File: src/rtl/priv_trap_arbiter_1_13.sv
// -----------------------------------------------------------------------------
// priv_trap_arbiter_1_13
//
// Purpose
//   Collects interrupt requests into a pending register (mip image), decides
//   which trap (synchronous exception or interrupt) is taken, and hands it to
//   the pipeline through a three-state handshake: IDLE -> PEND -> COMMIT.
//   Exceptions always beat interrupts. Among exceptions the lowest index wins.
//   Among interrupts the highest index wins. Each trap is routed to M-mode or
//   S-mode from the delegation masks and the current privilege.
//
// Handshake
//   intr is high while a trap is selected (PEND) and during its commit cycle.
//   The pipeline accepts the trap by holding pipe_clear=1 with
//   ex_mem_stall=0 in a PEND cycle. The next cycle is COMMIT, where
//   trap_commit pulses for exactly one cycle. The cause fields are stable from
//   PEND entry through COMMIT. The only exception is an exception that arrives
//   while an interrupt is latched: it replaces the interrupt, and that counts
//   as a fresh PEND entry.
//
// Ports
//   CLK, RST                 clock, synchronous active-high reset
//   int_set / int_clear      per-line raise / clear pulses (clear wins)
//   int_en, mideleg          per-line enable mask and S-mode delegation
//   ex_req, medeleg          exception requests and S-mode delegation
//   curr_priv                0=U, 1=S, 3=M
//   mstatus_mie/sie          global interrupt enables
//   pipe_clear, ex_mem_stall pipeline readiness to take the trap
//   epc                      pc of the faulting/interrupted instruction
//   mret, sret               trap return in progress (blocks interrupt pickup)
//   pending                  pending-interrupt register
//   intr, intr_to_s          trap selected / trap targets S-mode
//   trap_commit              one-cycle commit pulse
//   cause_int, cause_code    interrupt flag and source index
//   trap_epc                 epc captured at selection
//   dbg_state                FSM state (0=IDLE, 1=PEND, 2=COMMIT) for checkers
// -----------------------------------------------------------------------------
module priv_trap_arbiter_1_13 #(
   parameter int NUM_INT = 16,
   parameter int NUM_EX  = 16,
   parameter int CODE_W  = 5
) (
   input  logic               CLK,
   input  logic               RST,
   input  logic [NUM_INT-1:0] int_set,
   input  logic [NUM_INT-1:0] int_clear,
   input  logic [NUM_INT-1:0] int_en,
   input  logic [NUM_INT-1:0] mideleg,
   input  logic [NUM_EX-1:0]  ex_req,
   input  logic [NUM_EX-1:0]  medeleg,
   input  logic [1:0]         curr_priv,
   input  logic               mstatus_mie,
   input  logic               mstatus_sie,
   input  logic               pipe_clear,
   input  logic               ex_mem_stall,
   input  logic [31:0]        epc,
   input  logic               mret,
   input  logic               sret,
   output logic [NUM_INT-1:0] pending,
   output logic               intr,
   output logic               intr_to_s,
   output logic               trap_commit,
   output logic               cause_int,
   output logic [CODE_W-1:0]  cause_code,
   output logic [31:0]        trap_epc,
   output logic [1:0]         dbg_state
);

   typedef enum logic [1:0] {
      ST_IDLE   = 2'd0,
      ST_PEND   = 2'd1,
      ST_COMMIT = 2'd2
   } state_t;

   // ---------------------------------------------------------------------
   // Registers
   // ---------------------------------------------------------------------
   state_t              r_state;
   logic [NUM_INT-1:0]  r_pending;
   logic                r_cause_int;
   logic [CODE_W-1:0]   r_cause_code;
   logic                r_intr_to_s;
   logic [31:0]         r_trap_epc;

   // ---------------------------------------------------------------------
   // Combinational wires
   // ---------------------------------------------------------------------
   state_t              w_state_nxt;
   logic                w_load;       // capture a new cause this cycle
   logic                w_load_int;   // the capture is an interrupt
   logic                w_priv_not_m;
   logic                w_m_ok;       // M-targeted interrupts are enabled
   logic                w_s_ok;       // S-targeted interrupts are enabled
   logic [NUM_INT-1:0]  w_int_to_s;
   logic [NUM_INT-1:0]  w_takeable;
   logic                w_int_hit;
   logic [CODE_W-1:0]   w_int_code;
   logic                w_int_s;
   logic                w_ex_hit;
   logic [CODE_W-1:0]   w_ex_code;
   logic                w_ex_s;
   logic                w_ret_busy;
   logic [NUM_INT-1:0]  w_commit_clr;
   logic [NUM_INT-1:0]  w_pending_nxt;

   // ---------------------------------------------------------------------
   // Interrupt targeting and enables
   // ---------------------------------------------------------------------
   assign w_priv_not_m = (curr_priv != 2'd3);

   // M-targeted interrupts are always enabled below M-mode. In M-mode they
   // need MIE.
   assign w_m_ok = w_priv_not_m || mstatus_mie;

   // S-targeted interrupts are always enabled in U-mode. In S-mode they need
   // SIE. Delegation never targets S from M-mode, so no other case applies.
   assign w_s_ok = (curr_priv == 2'd0) || ((curr_priv == 2'd1) && mstatus_sie);

   assign w_int_to_s = mideleg & {NUM_INT{w_priv_not_m}};

   assign w_takeable = r_pending & int_en &
                       ((w_int_to_s  & {NUM_INT{w_s_ok}}) |
                        (~w_int_to_s & {NUM_INT{w_m_ok}}));

   assign w_ret_busy = mret || sret;

   // ---------------------------------------------------------------------
   // Priority encoders
   // ---------------------------------------------------------------------
   // Interrupts: walk upward so the highest takeable index is the last write.
   always_comb begin
      w_int_hit  = 1'b0;
      w_int_code = '0;
      w_int_s    = 1'b0;
      for (int i = 0; i < NUM_INT; i++) begin
         if (w_takeable[i]) begin
            w_int_hit  = 1'b1;
            w_int_code = CODE_W'(i);
            w_int_s    = w_int_to_s[i];
         end
      end
   end

   // Exceptions: walk downward so the lowest requesting index is the last write.
   always_comb begin
      w_ex_hit  = 1'b0;
      w_ex_code = '0;
      w_ex_s    = 1'b0;
      for (int i = NUM_EX - 1; i >= 0; i--) begin
         if (ex_req[i]) begin
            w_ex_hit  = 1'b1;
            w_ex_code = CODE_W'(i);
            w_ex_s    = medeleg[i] && w_priv_not_m;
         end
      end
   end

   // ---------------------------------------------------------------------
   // FSM next-state and capture control
   // ---------------------------------------------------------------------
   always_comb begin
      w_state_nxt = r_state;
      w_load      = 1'b0;
      w_load_int  = 1'b0;
      case (r_state)
         ST_IDLE: begin
            if (w_ex_hit) begin
               w_load      = 1'b1;
               w_state_nxt = ST_PEND;
            end else if (w_int_hit && !w_ret_busy) begin
               w_load      = 1'b1;
               w_load_int  = 1'b1;
               w_state_nxt = ST_PEND;
            end
         end
         ST_PEND: begin
            // An exception replaces a latched interrupt. The state stays in
            // PEND for that cycle, so the replacement fields are shown for at
            // least one PEND cycle before commit and never change inside COMMIT.
            if (w_ex_hit && r_cause_int) begin
               w_load      = 1'b1;
               w_state_nxt = ST_PEND;
            end else if (pipe_clear && !ex_mem_stall) begin
               w_state_nxt = ST_COMMIT;
            end
         end
         ST_COMMIT: begin
            // Requests seen here are dropped. The pipeline presents them again.
            w_state_nxt = ST_IDLE;
         end
         default: begin
            w_state_nxt = ST_IDLE;
         end
      endcase
   end

   // ---------------------------------------------------------------------
   // Pending register update
   // ---------------------------------------------------------------------
   // A committed interrupt retires its own pending bit, even if int_set raises
   // that bit in the same cycle.
   always_comb begin
      w_commit_clr = '0;
      if ((r_state == ST_COMMIT) && r_cause_int) begin
         for (int i = 0; i < NUM_INT; i++) begin
            if (CODE_W'(i) == r_cause_code) begin
               w_commit_clr[i] = 1'b1;
            end
         end
      end
   end

   assign w_pending_nxt = ((r_pending | int_set) & ~int_clear) & ~w_commit_clr;

   // ---------------------------------------------------------------------
   // Sequential state
   // ---------------------------------------------------------------------
   always_ff @(posedge CLK) begin
      if (RST) begin
         r_state      <= ST_IDLE;
         r_pending    <= '0;
         r_cause_int  <= 1'b0;
         r_cause_code <= '0;
         r_intr_to_s  <= 1'b0;
         r_trap_epc   <= '0;
      end else begin
         r_state   <= w_state_nxt;
         r_pending <= w_pending_nxt;
         if (w_load) begin
            r_cause_int  <= w_load_int;
            r_cause_code <= w_load_int ? w_int_code : w_ex_code;
            r_intr_to_s  <= w_load_int ? w_int_s : w_ex_s;
            r_trap_epc   <= epc;
         end
      end
   end

   // ---------------------------------------------------------------------
   // Outputs
   // ---------------------------------------------------------------------
   assign pending     = r_pending;
   assign intr        = (r_state == ST_PEND) || (r_state == ST_COMMIT);
   assign trap_commit = (r_state == ST_COMMIT);
   assign cause_int   = r_cause_int;
   assign cause_code  = r_cause_code;
   assign intr_to_s   = r_intr_to_s;
   assign trap_epc    = r_trap_epc;
   assign dbg_state   = r_state;

endmodule

File: config.mk
export PLATFORM = sky130hd
export DESIGN_NAME = priv_trap_arbiter_1_13
export DESIGN_NICKNAME = d
export VERILOG_FILES = /design/src/rtl/priv_trap_arbiter_1_13.sv
export SDC_FILE = /design/constraint.sdc
export NUM_CORES = 1
export LEC_CHECK = 0
export CAP_MARGIN = 5
export CORE_MARGIN = 3
export CORE_UTILIZATION = 39
export CTS_CLUSTER_DIAMETER = 150
export CTS_CLUSTER_SIZE = 28
export DETAILED_ROUTE_END_ITERATION = 16
export PLACE_DENSITY = 0.82
export SLEW_MARGIN = 30
export SYNTH_ARGS = -nofsm -noshare
export SYNTH_HDL_FRONTEND = slang
export SYNTH_SLANG_ARGS = --single-unit
File: constraint.sdc
create_clock -name CLK -period 2.69 [get_ports CLK]
set_clock_uncertainty 0.05 [all_clocks]
set_input_delay 0.4035 -clock CLK [delete_from_list [all_inputs] [get_ports CLK]]
set_output_delay 0.4035 -clock CLK [all_outputs]
set_load 0.01 [all_outputs]
==> results.cfg <==
[synthesis]
synth_edf_count = 0
synthArstFlopShare = 0
synth_seq_cells = 56
yosysWarnings = 0
syn-num-nets = 565
synth_flop_cell = dfxtp_1
netlist_area_mm2 = 0.00346
yosysSeqAreaShare = 0.324
synth.distinct_cells = 70
synthCells = 424
avgSynthCellArea_um2 = 8.16

[routing]
finalWirelength_um = 14100
vias = 4369
drt_pass1_iterations = 7
drtIter0Drc = 196
drt_drc_violations_left = 0
antenna_left = 0
drt-wirelength-per-cell_um = 18.0
viasPerCell = 5.58

[timing]
slew_headroom = 0.529
max_freq_mhz = 384
worst_pin_slew_ps = 705
final_hold_viol_count = 0
final_period_minus_worst_setup_slack_ps = 2600
whs_ps = 427
fin_crit_sh = 0.967
rsz0062_at_grt = false
setup_ws_ps = 87.8
setup_viol = 0
setup-tns-final_ps = 0
drv_slew = 0

[global_routing]
grt_overflow = 0
antenna_found_initial = 0
grt_pass1_vias = 4289
grt_max_degree = 32
grt_pass1_wl_um = 22000
grtUsageTotal = 0.273

[worst_setup_path]
path_max_fanout = 3
r2r-end = cause_code[3]$_SDFFE_PP0P_
crit_type = in2reg
startpoint_type = input pin
cp.arrival_ps = 2800
r2r-start = pending[14]$_SDFF_PP0_
worstRegToRegCells = 9
r2r_setup_slack_ps = 340
critPathRequiredTime_ps = 2890
critPathCapture = cause_code[1]$_SDFFE_PP0P_
cp-startpoint = mstatus_mie
crit_path_end_kind = flop

[final_layout]
drive_gt1_frac = 0.153
final_net_count = 818
final_cells = 783
area_growth_pct = 77.0
antennaDiodeCount = 0

[die]
die_area_mm2 = 0.0100
rows = 33
ios = 197
start_util = 0.411
core_mm2 = 0.00842
die_y_um = 100
dieWidth_um = 100

[cts]
cts.htree.levels = 2
insertion_delay_ps = 320
cts_sinks = 56
cts-buffers-inserted = 5
post_cts.repair.setup_buffers = 0
path_clk_slew_ps = 110
clock-root-buffer = clkbuf_8
ctsLongestPathBuffers = 2
cts_tree = built

[power]
seqPwrFrac = 0.400
power_leakage_nw = 2.42
power.total_mw = 2.37
p_sw_frac = 0.315
pwr-share-clk = 0.215
pwr-share-comb = 0.384
p_switching_mw = 0.746
p_int_mw = 1.63
ir_drop_v = 0.000273
powerDensity_mw_per_mm2 = 387

[place]
pre_cts_slack_ps = -542
dp_cells = 775
hpwl_um = 11600
io_buffers = 195
finalWeightedCongestion = 0.936

[min_path]
hold_path_class = reg2reg
min_path_cells = 2

[job]
drv_cap = 0

[status]
status = finished, final reports clean
-- cells by family after synthesis --
logic type,count (synthesis),synth area share
AOI/OAI and AO/OA,138,0.296
adders and majority gates,3,0.0109
buffers and inverters,35,0.0543
DFF,56,0.324
muxes,32,0.0926
other,1,0.00108
and+or+nand+nor,159,0.221
-- how the worst min path moves through the flow --
stage                                       from                     end  slack [ps]
final                     intr_to_s$_SDFFE_PP0P_  intr_to_s$_SDFFE_PP0P_         430
after global routing      intr_to_s$_SDFFE_PP0P_  intr_to_s$_SDFFE_PP0P_         450
after CTS                 intr_to_s$_SDFFE_PP0P_  intr_to_s$_SDFFE_PP0P_         430
after detailed placement  intr_to_s$_SDFFE_PP0P_  intr_to_s$_SDFFE_PP0P_         420
after global placement    intr_to_s$_SDFFE_PP0P_  intr_to_s$_SDFFE_PP0P_         400
after floorplan                     int_clear[0]   pending[0]$_SDFF_PP0_         440
-- final cells by class --
type / count / area [µm²]
clock inverter: 3 / 27.5
multi-input combinational: 333 / 2180
tap: 105 / 131
clock buffer: 5 / 68.8
timing repair buffer: 267 / 2540
sequential: 56 / 1120
inverter: 14 / 52.6
fill: 695 / 2300
-- layer usage --
metal / GRT usage / part of all wire / vias to the layer above
li1: - / - / 2102
met1: 0.350 / 0.40 / 2038
met2: 0.455 / 0.48 / 203
met3: 0.0723 / 0.098 / 26
met4: 0.0694 / 0.022 / 0
met5: 0 / 0 / -
-- Yosys cell counts (5+ instances only) --
master / instances / share of area
o21ai_0: 11 / 0.016
a31oi_1: 6 / 0.011
nor2_1: 73 / 0.079
clkbuf_1: 8 / 0.0087
a211oi_1: 8 / 0.017
o22ai_1: 6 / 0.011
nor3_1: 8 / 0.012
inv_1: 14 / 0.015
buf_6: 5 / 0.016
a2111oi_0: 16 / 0.041
nor2b_1: 5 / 0.0090
mux2i_1: 32 / 0.093
a21oi_1: 34 / 0.049
dfxtp_1: 56 / 0.32
nand2_1: 32 / 0.035
a21o_1: 5 / 0.011
-- sequential cells by signal, summed over array words and instances (netlist names) --
register    count
cause_code      4
cause_int       1
dbg_state       2
intr_to_s       1
pending        16
trap_epc       32
-- layout by cell type (no fill, tap or decap), types with 4 or more instances in the layout --
master and n:
a2111oi_0 16, a211oi_1 6, a211oi_2 6, a21o_1 5, a21oi_1 33, a221o_1 4
a31oi_1 6, and3b_1 4, buf_12 4, buf_4 66, clkbuf_8 5, clkdlybuf4s50_1 191
dfxtp_1 56, inv_1 14, mux2i_1 32, nand2_1 32, nand2b_1 4, nand4_1 4
nor2_1 73, nor2b_1 5, nor3_1 8, nor3b_1 4, nor4_1 4, o21a_1 4
o21ai_0 11, o22ai_1 6
-- worst max-delay path, cell delays in order --
cell and delay (ps):
clkdlybuf4s50_1 480, and3b_1 210, or4_4 550, o21ai_2 90, nor3_2 70, buf_4 170, a311oi_2 380, o21ai_0 200
a221oi_2 230
-- repair_timing --
item	in CTS	in global routing
endpoints found under the setup margin	38	15
pin swaps	0	1
hold buffers	0	0
cloned	0	0
resized for setup	5	8
-- through the flow --
stage | cell area (µm²) | utilization
detailed placement | 5990 | 0.712
finish | 6120 | 0.727
CTS | 6100 | 0.724
floorplan | 3460 | -
global placement | 5990 | 0.712
global route | 6120 | 0.727
-- power by group through the flow --
stage	Clock, mW	Combinational, mW	Sequential, mW
2_1_floorplan	0	0.347	0.992
3_3_place_gp	0	0.883	0.963
3_5_place_dp	0	0.900	0.967
4_1_cts	0.524	0.907	0.949
5_1_grt	0.555	0.975	0.959
6_report	0.510	0.911	0.949
Note: power is estimated with default switching activity, not from simulation.
